--- src/rtl/seq_add_sub_unit.sv ---
// ---------------------------------------------------------------------------
// seq_add_sub_unit
//
// Multi-cycle WIDTH-bit adder/subtractor. Operands are consumed DIGIT bits
// per clock, least significant digit first, with the ripple carry held in a
// register between steps. One operation takes STEPS = WIDTH/DIGIT RUN cycles
// followed by a single DONE cycle. DONE can accept the next operation
// directly, so throughput is one operation per STEPS+1 cycles.
//
// Ports:
//   clk       rising-edge clock
//   rst_n     asynchronous, active-low reset
//   start     request; operands are sampled on the accepting edge
//             (in IDLE or DONE)
//   A, B      WIDTH-bit operands (unsigned or two's complement)
//   subtract  0: A+B, 1: A-B
//   busy      high while the unit is computing (RUN)
//   done      one-cycle pulse (DONE); Result and flags are valid from here
//   Result    sum or difference modulo 2^WIDTH
//   Cout      carry out of the MSB; for subtract 1 means no borrow
//   Overflow  signed overflow
//   Zero      Result == 0
//
// Result and the flags change only on the final RUN edge. They hold their
// last value through IDLE and through the following RUN, so partial sums
// are never visible.
// ---------------------------------------------------------------------------
module seq_add_sub_unit #(
    parameter int WIDTH = 8,
    parameter int DIGIT = 1
) (
    input  logic             clk,
    input  logic             rst_n,
    input  logic             start,
    input  logic [WIDTH-1:0] A,
    input  logic [WIDTH-1:0] B,
    input  logic             subtract,
    output logic             busy,
    output logic             done,
    output logic [WIDTH-1:0] Result,
    output logic             Cout,
    output logic             Overflow,
    output logic             Zero
);

    localparam int STEPS = WIDTH / DIGIT;
    // A one-step configuration still needs a counter that is one bit wide.
    localparam int CNT_W = (STEPS > 1) ? $clog2(STEPS) : 1;

    // Reject parameter combinations that cannot be built.
    generate
        if (WIDTH < 2) begin : g_bad_width
            $error("seq_add_sub_unit: WIDTH must be at least 2");
        end
        if ((DIGIT < 1) || (DIGIT > WIDTH) || ((WIDTH % DIGIT) != 0)) begin : g_bad_digit
            $error("seq_add_sub_unit: WIDTH must be a positive multiple of DIGIT");
        end
    endgenerate

    typedef enum logic [1:0] {
        IDLE = 2'd0,
        RUN  = 2'd1,
        DONE = 2'd2
    } state_t;

    // ------------------------------------------------------------------
    // State and datapath registers
    // ------------------------------------------------------------------
    state_t             state_reg,  state_next;
    logic [WIDTH-1:0]   opa_reg,    opa_next;
    logic [WIDTH-1:0]   opb_reg,    opb_next;
    logic [WIDTH-1:0]   acc_reg,    acc_next;
    logic               carry_reg,  carry_next;
    logic [CNT_W-1:0]   cnt_reg,    cnt_next;
    logic [WIDTH-1:0]   result_reg, result_next;
    logic               cout_reg,   cout_next;
    logic               ovf_reg,    ovf_next;
    logic               zero_reg,   zero_next;

    // ------------------------------------------------------------------
    // One-digit ripple adder on the low DIGIT bits of the operand shifters
    // ------------------------------------------------------------------
    logic [DIGIT:0]     chain;      // chain[i] = carry into bit i of the digit
    logic [DIGIT-1:0]   digit_sum;
    logic               digit_cout;
    logic               msb_cin;    // carry into the top bit of this digit
    logic [WIDTH-1:0]   acc_shift;  // accumulator with this digit inserted
    logic               last_step;

    assign chain[0] = carry_reg;

    generate
        for (genvar gi = 0; gi < DIGIT; gi++) begin : g_ripple
            assign digit_sum[gi] = opa_reg[gi] ^ opb_reg[gi] ^ chain[gi];
            assign chain[gi+1]   = (opa_reg[gi] & opb_reg[gi])
                                 | (chain[gi] & (opa_reg[gi] ^ opb_reg[gi]));
        end
    endgenerate

    assign digit_cout = chain[DIGIT];
    // On the final step the top bit of this digit is the word MSB, so this
    // is the carry into the MSB used for signed overflow.
    assign msb_cin    = chain[DIGIT-1];

    // The sum is assembled from the top: each new digit enters at the MSB
    // end and earlier digits move down, so after STEPS digits the first
    // (least significant) digit has reached bit 0.
    generate
        if (WIDTH > DIGIT) begin : g_acc_wide
            assign acc_shift = {digit_sum, acc_reg[WIDTH-1:DIGIT]};
        end else begin : g_acc_single
            assign acc_shift = digit_sum;
        end
    endgenerate

    assign last_step = (cnt_reg == CNT_W'(STEPS - 1));

    // ------------------------------------------------------------------
    // State register
    // ------------------------------------------------------------------
    always_ff @(posedge clk or negedge rst_n) begin
        if (!rst_n) begin
            state_reg  <= IDLE;
            opa_reg    <= '0;
            opb_reg    <= '0;
            acc_reg    <= '0;
            carry_reg  <= 1'b0;
            cnt_reg    <= '0;
            result_reg <= '0;
            cout_reg   <= 1'b0;
            ovf_reg    <= 1'b0;
            zero_reg   <= 1'b1;
        end else begin
            state_reg  <= state_next;
            opa_reg    <= opa_next;
            opb_reg    <= opb_next;
            acc_reg    <= acc_next;
            carry_reg  <= carry_next;
            cnt_reg    <= cnt_next;
            result_reg <= result_next;
            cout_reg   <= cout_next;
            ovf_reg    <= ovf_next;
            zero_reg   <= zero_next;
        end
    end

    // ------------------------------------------------------------------
    // Next-state, datapath and handshake outputs
    // ------------------------------------------------------------------
    always_comb begin
        state_next  = state_reg;
        opa_next    = opa_reg;
        opb_next    = opb_reg;
        acc_next    = acc_reg;
        carry_next  = carry_reg;
        cnt_next    = cnt_reg;
        result_next = result_reg;
        cout_next   = cout_reg;
        ovf_next    = ovf_reg;
        zero_next   = zero_reg;
        busy        = 1'b0;
        done        = 1'b0;

        case (state_reg)
            IDLE: begin
                if (start) begin
                    // Subtraction is A + ~B + 1: invert B here and seed
                    // the carry with the +1.
                    opa_next   = A;
                    opb_next   = subtract ? ~B : B;
                    carry_next = subtract;
                    acc_next   = '0;
                    cnt_next   = '0;
                    state_next = RUN;
                end
            end

            RUN: begin
                busy       = 1'b1;
                opa_next   = opa_reg >> DIGIT;
                opb_next   = opb_reg >> DIGIT;
                acc_next   = acc_shift;
                carry_next = digit_cout;
                cnt_next   = cnt_reg + 1'b1;
                if (last_step) begin
                    result_next = acc_shift;
                    cout_next   = digit_cout;
                    ovf_next    = msb_cin ^ digit_cout;
                    zero_next   = (acc_shift == '0);
                    cnt_next    = '0;
                    state_next  = DONE;
                end
            end

            DONE: begin
                done = 1'b1;
                if (start) begin
                    // Back-to-back accept, identical to the IDLE path.
                    opa_next   = A;
                    opb_next   = subtract ? ~B : B;
                    carry_next = subtract;
                    acc_next   = '0;
                    cnt_next   = '0;
                    state_next = RUN;
                end else begin
                    state_next = IDLE;
                end
            end

            default: begin
                state_next = IDLE;
            end
        endcase
    end

    assign Result   = result_reg;
    assign Cout     = cout_reg;
    assign Overflow = ovf_reg;
    assign Zero     = zero_reg;

endmodule

--- config.mk ---
export PLATFORM = sky130hd
export DESIGN_NAME = seq_add_sub_unit
export DESIGN_NICKNAME = d
export VERILOG_FILES = /design/src/rtl/seq_add_sub_unit.sv
export SDC_FILE = /design/constraint.sdc
export NUM_CORES = 1
export LEC_CHECK = 0
export ABC_CLOCK_PERIOD_IN_PS = 2550
export BUFFER_PORTS_ARGS = -buffer_cell sky130_fd_sc_hd__clkbuf_2
export CELL_PAD_IN_SITES_DETAIL_PLACEMENT = 0
export CELL_PAD_IN_SITES_GLOBAL_PLACEMENT = 1
export CORE_UTILIZATION = 37
export CTS_BUF_LIST = sky130_fd_sc_hd__clkbuf_16
export CTS_CLUSTER_DIAMETER = 120
export DETAILED_ROUTE_END_ITERATION = 7
export PLACE_DENSITY_LB_ADDON = 0.2
export SLEW_MARGIN = 20
export SYNTH_ARGS = -nofsm -noshare
export SYNTH_HDL_FRONTEND = slang
export SYNTH_SLANG_ARGS = --single-unit
--- constraint.sdc ---
create_clock -name clk -period 2.55 [get_ports clk]
set_clock_uncertainty 0.2 [all_clocks]
set_input_delay 0.51 -clock clk [delete_from_list [all_inputs] [get_ports clk]]
set_output_delay 0.51 -clock clk [all_outputs]
set_load 0.05 [all_outputs]
==> flow_summary.toml, run 1 <==
[cts]
cts_tree = "done"
ctsHtreeMaxLevel = 2
post_cts_buffers = 0
insertion_delay_ns = 0.28
cts_buffer_depth = 2
cts.reportedPaths.clkPinSlew_ns = 0.06
cts_root_buf = "clkbuf_16"
cts_resized = 0
numClockSinks = 40
ctsHoldBuffers = 0
cts_buffers = 5

[die]
core_area_mm2 = 0.004504
die_area_mm2 = 0.005139
die_width_um = 71.69
die_y_um = 71.69
start_util_pct = 39.89
num_rows = 24
ios = 33

[grt]
antenna_found_initial = 0
grt_max_degree = 41
grt_pass1_wl_um = 6030
met2_usage_pct = 25.68
grt_pass1_vias = 1278
use_met3_pct = 4.360
track_usage_pct = 15.32
use_met1_pct = 19.29
overflow = 0
grt.busiest_layer = "met2"

[detailed_routing]
post-route-drc-count = 0
antenna_left = 0
drt_first_iter_violations = 62
via_per_inst = 5.306
dr.pass1.iters = 4
drt-total-wl_um = 3455
wl_per_cell_um = 15.09
via_count = 1215

[yosys]
syn-num-nets = 168
synth_top_area_share_pct = 54.32
ys_warn_count = 0
syn_inst = 144
syn_avg_cell_area_um2 = 12.48
synth_top_area_cell = "dfrtp_1"
synthMuxAreaShare_pct = 11.21
synth_simple_gate_area_share_pct = 8.217
yosys-top-cells-count = "dfrtp_1 (39), o21ai_0 (13), mux2i_1 (10), nand3_1 (10), mux2_2 (9)"
ys_top_cells_by_area = "dfrtp_1 (54%), mux2_2 (5.6%), mux2i_1 (5.6%)"
synth_top_family_by_area = "compound AO/OA/AOI/OAI gates"
syn_area_mm2 = 0.001797
async_flop_share_pct = 100.0
yosys.area_share.adder_pct = 3.203
yosys.cell_types.count = 29
synth_compound_area_share_pct = 12.40
synth-edff-count = 0
synth-seq-cells = 40
synth_most_common_cell = "dfrtp_1"
synth_xor_area_share_pct = 4.387
ys_seq_area_share_pct = 55.78
synth_ff_type = "dfrtp_1"

[final_layout]
drive_above_1_share_pct = 31.64
antenna_cells = 0
area_delta_synth_final_pct = 19.64
final_nets = 200
fill_cells = 428
post-route-cell-area_mm2 = 0.002150
final_core_util_pct = 47.72

[sta]
setup_tns_ns = 0
slew_violations = 0
rsz0062_at_grt = "false"
final_hold_viol_count = 0
tightest_slew_ns = 0.6468
final-setup-viol-count = 0
period_needed_ns = 2.046
slew_headroom_pct = 56.75
fmax_mhz = 488.7
min_period_over_period_pct = 80.25

[power_and_ir_drop]
switching_share_pct = 39.25
p_leak_nw = 1.047
p_switching_w = 0.001209
comb_power_share_pct = 40.4
clkPwrFrac_pct = 23.2
power_density_mw_per_mm2 = 1433
p_int_w = 0.001871
p_seq_share_pct = 36.3
vdd_drop_max_uv = 520.7

[place]
portBuffers = 32
dp_hpwl_um = 2299
place_congestion = 0.7023
dpl_cell_area_mm2 = 0.001977

[worst_setup_path]
criticalPathCategory = "reg2reg"
arrival_ns = 2.01
startpoint_type = "flop"
cp_max_fo = 14
cp-end-kind = "flop"
required_ns = 2.51

[min_path]
hp-class = "in2async"

[job]
cap_violations = 0

[run_status]
outcome = "complete, no violations"
-- cells by family (layout without fill, tap and decap cells) --
kind of cell | after synthesis | count (layout)
XOR/XNOR | 9 | 9
AND/OR/NAND/NOR | 28 | 28
flip-flops | 40 | 40
adder cells (fa/ha/maj) | 4 | 4
AO/OA/AOI/OAI | 30 | 30
buffers and inverters | 14 | 47
multiplexers | 19 | 19
-- critical path, stage by stage, from the launching register on --
cell	delay [ns]
dfrtp_1	0.40
ha_1	0.23
ha_1	0.20
nand3b_1	0.50
mux2_2	0.40
-- per-stage QoR --
stage | total power [W] | cells | setup slack [ns] | hold slack, ns
6_report | 0.003080 | 229 | 0.5037 | 0.08463
5_1_grt | 0.003295 | 229 | 0.3952 | 0.1214
4_1_cts | 0.003123 | 229 | 0.4898 | 0.1071
3_5_place_dp | 0.002394 | 221 | 0.5051 | 0.2806
3_3_place_gp | 0.002349 | 221 | 0.5716 | 0.2657
2_1_floorplan | 0.002117 | 144 | 0.3923 | 0.01441
-- layout make-up --
cell class / count / area (µm²) / area share (%)
clock inverters: 3 / 47.55 / 2.212
repair buffers: 36 / 190.2 / 8.847
inverters: 3 / 11.26 / 0.5239
flip-flops and latches: 40 / 1002 / 46.62
multi-input cells: 90 / 708.2 / 32.95
clock buffers: 5 / 125.1 / 5.821
well taps: 52 / 65.06 / 3.027
-- power groups by stage --
stage	Combinational, W	Sequential, W	Clock [W]
CTS	0.00127	0.00112	0.000735
global placement	0.00123	0.00112	0
finish	0.00125	0.00112	0.000716
floorplan	0.000767	0.00135	0
detailed placement	0.00127	0.00113	0
global route	0.00137	0.00116	0.000769
-- cells in the final DEF (no fill, tap or decap) --
cell type	instances
ha_1	3
nand2b_1	1
dfrtp_1	39
a21o_1	1
nand2b_4	1
nand3b_1	1
clkbuf_2	32
dfstp_2	1
nand3_1	10
buf_4	4
bufinv_16	1
nand2_1	3
clkinv_1	1
o21ai_0	13
nor3_1	1
mux2_2	9
clkbuf_16	5
mux2i_1	10
xor2_1	1
a32o_1	1
a221o_1	7
xnor2_1	8
a22o_1	8
nor2b_1	1
nor4_1	2
fa_1	1
clkinv_4	2
and2_4	1
inv_1	2
nor2_1	7
-- metal layers --
| metal | share of wire, % | routed length, µm |
|---|---|---|
| met5 | 0 | 0 |
| met4 | 0.90 | 31 |
| met2 | 49 | 1703 |
| met1 | 45 | 1557 |
| met3 | 4.7 | 161 |
-- path summary, 6_finish.rpt --
path / from / end / slack, ns / cells past startpoint
max: cnt_reg[0] / Result[1] / 0.50 / 4
min: rst_n / acc_reg[1] / 0.08 / 2
max reg2reg: cnt_reg[0] / Result[1] / 0.50 / 4
min reg2reg: Zero / Zero / 0.28 / 2
max in group asynchronous: rst_n / Zero / 1.70 / 2
min in group clk: Zero / Zero / 0.28 / 2
No activity file was read; power rests on OpenSTA's default activity.
==> run 2, diff against run 1 <==
ABC_CLOCK_PERIOD_IN_PS = 1940   (was 2550)
clock period = 1.94 ns   (was 2.55 ns; I/O delays follow)
==> run 2 against run 1 <==
Hold slack better by 0.11 ns; clock power up 8.7%; utilization up 0.56 points; sequential share of layout area down 0.54 points; design area up 1.2%; worst setup slack worse by 0.43 ns; sequential power up 29%; wire length up 1.0%; sequential cell count unchanged; register-to-register slack worse by 0.36 ns; critical path type is now reg2out; critical endpoint is now busy.
==> flow_summary.toml, run 2 (synthesized netlist as in run 1, its figures left out) <==
[run_status]
outcome = "complete, no violations"

[worst_setup_path]
required_ns = 1.35
r2r-start = "cnt_reg[0]"
arrival_ns = 1.28
criticalPathCategory = "reg2out"
cp-end-kind = "output port"
cp_max_fo = 6
crit_path_start = "state_reg[1]"
startpoint_type = "flop"

[place]
dpl_cell_area_mm2 = 0.002022
place_congestion = 0.7200
portBuffers = 32
dp_hpwl_um = 2349

[job]
cap_violations = 0

[cts]
insertion_delay_ns = 0.28
ctsHtreeMaxLevel = 2
cts_buffer_depth = 2
numClockSinks = 40
cts_tree = "done"
cts.reportedPaths.clkPinSlew_ns = 0.06
cts_root_buf = "clkbuf_16"
post_cts_buffers = 0
cts_buffers = 5

[power_and_ir_drop]
power_density_mw_per_mm2 = 1820
p_total_w = 0.003957
vdd_drop_max_uv = 594.9
p_leak_nw = 1.068

[sta]
slew_violations = 0
slew_headroom_pct = 66.46
rsz0062_at_grt = "false"
fmax_mhz = 535.8
final_hold_viol_count = 0
tightest_slew_ns = 0.5031
period_needed_ns = 1.866
min_period_over_period_pct = 96.21
setup_tns_ns = 0
final-setup-viol-count = 0

[detailed_routing]
dr.pass1.iters = 6
antenna_left = 0
drt_first_iter_violations = 56
via_count = 1240
post-route-drc-count = 0
via_per_inst = 5.299
wl_per_cell_um = 14.91
drt-total-wl_um = 3490

[die]
core_area_mm2 = 0.004504
ios = 33
die_width_um = 71.69
start_util_pct = 39.89
die_y_um = 71.69
die_area_mm2 = 0.005139
num_rows = 24

[grt]
antenna_found_initial = 0
grt_max_degree = 41
grt_pass1_vias = 1188
grt_pass1_wl_um = 5858
track_usage_pct = 15.08
overflow = 0

[final_layout]
area_delta_synth_final_pct = 21.03
layout_common_cells = "dfrtp_1 (39), clkbuf_2 (31), o21ai_0 (13)"
final_nets = 205
antenna_cells = 0
final_common_cell = "dfrtp_1"
drive_above_1_share_pct = 32.97
post-route-cell-area_mm2 = 0.002175

[min_path]
hp-class = "in2reg"
hp-start = "A[3]"
## run 2: final cells by class
cell class	instances	area (µm²)
clock buffers	5	125.1
clock inverters	3	12.51
fillers	418	2330
inverters	3	11.26
multi-input cells	90	713.2
flip-flops and latches	40	1002
well taps	52	65.06
repair buffers	41	245.2
## run 2: worst max-delay path, stage by stage (launching register included)
cell      delay, ns
dfrtp_1        0.41
nand2b_2       0.24
clkinv_1       0.10
clkbuf_4       0.24
## run 2: routing by layer
| layer | up-vias | GRT usage, % | share of wire, % |
|---|---|---|---|
| met2 | 26 | 23.58 | 49 |
| met3 | 4 | 4.360 | 3.7 |
| met4 | 0 | 5.229 | 0.97 |
| met1 | 623 | 20.09 | 46 |
| li1 | 587 | - | - |
| met5 | - | 0 | 0 |
## run 2: stage by stage
step / setup slack [ns] / instances / util (%) / hold WS, ns
after floorplan: 0.03996 / 144 / - / -0.1076
after global routing: 0.01816 / 234 / 48.28 / 0.2260
after detailed placement: 0.1697 / 225 / 44.89 / 0.2849
after CTS: 0.009603 / 234 / 48.22 / 0.1938
after global placement: 0.1859 / 225 / 44.89 / 0.2663
final: 0.07361 / 234 / 48.28 / 0.1957
## run 2: power by group
| part | switching, W | total, W | leakage, nW | internal [W] |
|---|---|---|---|---|
| registers | 0.000244 | 0.00145 | 0.500 | 0.00121 |
| logic | 0.00103 | 0.00173 | 0.491 | 0.000699 |
| clock network | 0.000313 | 0.000778 | 0.0762 | 0.000465 |
| total | 0.00159 | 0.00396 | 1.07 | 0.00237 |
## run 2: final timing paths
path	endpoint	slack, ns	cells past startpoint
worst max-delay path	busy	0.07	3
worst min-delay path	opa_reg[3]	0.20	3
worst max register to register	Result[7]	0.14	5
worst min register to register	Zero	0.30	2
max in group asynchronous	Zero	0.68	3
min in group asynchronous	Result[0]	0.50	3
## run 2: timing repair
action / 4_1_cts / 5_1_grt
gates resized for setup: 1 / 1
endpoints found under the setup margin: 1 / 1
hold endpoints to repair: 39 / 0
pin swaps: 0 / 0
hold buffers: 1 / 0
==> run 3, diff against run 2 <==
SETUP_SLACK_MARGIN = 0.5   (was not set)
==> run 3 against run 2 <==
Design area is 19% higher; highest routed layer unchanged; critical path depth is 1 higher; final cell count is 6.4% higher; largest power group unchanged; sequential cell count unchanged; largest cell class unchanged; hold slack got worse by 0.012 ns; total power grew 22%; wire length grew 15%.
==> flow_summary.toml, run 3 (synthesized netlist as in run 1, its figures left out) <==
[die]
die_area_mm2 = 0.005139
ios = 33
die_width_um = 71.69
core_area_mm2 = 0.004504
num_rows = 24
start_util_pct = 39.89
die_y_um = 71.69

[worst_setup_path]
slowest_stage = "dfrtp_1"
cp.buffers_inverters = 3
cp_top_family = "flip-flops"
cp-end-kind = "output port"
crit_chain = "buf_6 > nand2b_4 > clkinv_4 > buf_12"
startpoint_type = "flop"
critPathMaxStageDelay_ns = 0.40
criticalPathCategory = "reg2out"
arrival_ns = 1.11
cp_max_fo = 2
required_ns = 1.35

[sta]
fmax_mhz = 589.9
final-setup-viol-count = 0
period_needed_ns = 1.695
rsz0062_at_grt = "true"
finalWorstSetupSlack_ns = 0.2447
slew_violations = 0
slew_headroom_pct = 73.78
min_period_over_period_pct = 87.39
setup_tns_ns = 0
final_hold_viol_count = 0
tightest_slew_ns = 0.3933

[grt]
overflow = 0
grt_pass1_wl_um = 6672
grt_max_degree = 26
antenna_found_initial = 0
grt_pass1_vias = 1348
track_usage_pct = 17.07

[final_layout]
antenna_cells = 0
area_delta_synth_final_pct = 44.36
fin_cells = 249
fill_cells = 379
final_nets = 220
drive_above_1_share_pct = 41.12
layout_common_cells = "dfrtp_1 (39), clkbuf_2 (18), buf_8 (12)"
multiInputGateArea_um2 = 802.0
final_common_cell = "dfrtp_1"
regArea_mm2 = 0.001002

[detailed_routing]
drt_first_iter_violations = 102
post-route-drc-count = 0
drt-met1-wl_um = 1787
met3_length_um = 115
via_per_inst = 5.369
antenna_left = 0
dr_wl_met2_um = 2075
dr.pass1.iters = 4
top_layer = "met4"
wl_per_cell_um = 16.18
drt-total-wl_um = 4030
via_count = 1337

[power_and_ir_drop]
power_density_mw_per_mm2 = 1864
p_leak_nw = 1.249
p_int_w = 0.003019
p_seq_share_pct = 31.4
switching_share_pct = 37.54
vdd_drop_max_uv = 841.3
p_total_w = 0.004834
p_switching_w = 0.001815
clkPwrFrac_pct = 15.7
comb_power_share_pct = 52.9

[run_status]
outcome = "complete, no violations"

[place]
numPlacedInstances = 224
portBuffers = 32
place_congestion = 0.7390
dp_hpwl_um = 2383
place_ws_ns = 0.2329

[cts]
ctsHtreeMaxLevel = 2
cts_buffers = 5
cts.reportedPaths.clkPinSlew_ns = 0.06
cts_root_buf = "clkbuf_16"
numClockSinks = 40
cts_tree = "done"
insertion_delay_ns = 0.28
cts_buffer_depth = 2

[min_path]
hp-class = "in2reg"

[job]
cap_violations = 0
[run 3: worst paths after layout]
check                        startpoint          to  slack [ns]  cells past startpoint
hold / removal                     A[3]  opa_reg[3]        0.18                      3
setup reg to reg             cnt_reg[1]   Result[2]        0.25                      5
setup / recovery           state_reg[0]        busy        0.24                      4
hold reg to reg                    Zero        Zero        0.28                      2
max in group asynchronous         rst_n        Zero        0.62                      3
min in group asynchronous         rst_n  opb_reg[7]        0.38                      2
[run 3: power groups by stage]
stage	logic, W	registers (W)	clock network [W]
after floorplan	0.00112	0.00179	0
after CTS	0.00225	0.00149	0.000774
after global routing	0.00274	0.00156	0.000815
after detailed placement	0.00184	0.00147	0
final	0.00256	0.00152	0.000760
after global placement	0.00181	0.00146	0
[run 3: cell type report]
type	count	share of cell area (%)
sequential	40	38.64
multi-input combinational	92	30.92
timing repair buffer	54	22.05
clock buffer	5	4.824
tap	52	2.508
inverter	3	0.6271
clock inverter	3	0.4342
[run 3: worst min-delay path: cells and delay by family]
kind	cells	cell delay (ns)
buffers and inverters	1	0.07
AO/OA/AOI/OAI	1	0.10
multiplexers	1	0.06
[run 3: timing repair]
| item | 4_1_cts | 5_1_grt |
|---|---|---|
| resized for setup | 32 | 27 |
| pin swaps | 4 | 16 |
| setup endpoints to repair | 46 | 49 |
| hold buffers | 1 | 0 |
| gates cloned | 1 | 2 |
| buffers inserted | 8 | 5 |
| hold endpoints to repair | 15 | 0 |
[run 3: metal layers]
layer  track usage, %  up-vias
met5                0        -
met1            22.87      681
met2            28.20       25
li1                 -      625
met4            4.575        0
met3            3.657        6
[run 3: metrics by stage]
stage	utilization, %	instance area, µm²	hold slack, ns
global route	57.58	2594	0.2057
finish	57.58	2594	0.1833
CTS	54.58	2459	0.1883
global placement	46.31	2086	0.1339
floorplan	-	1857	-0.1076
detailed placement	46.31	2086	0.1509
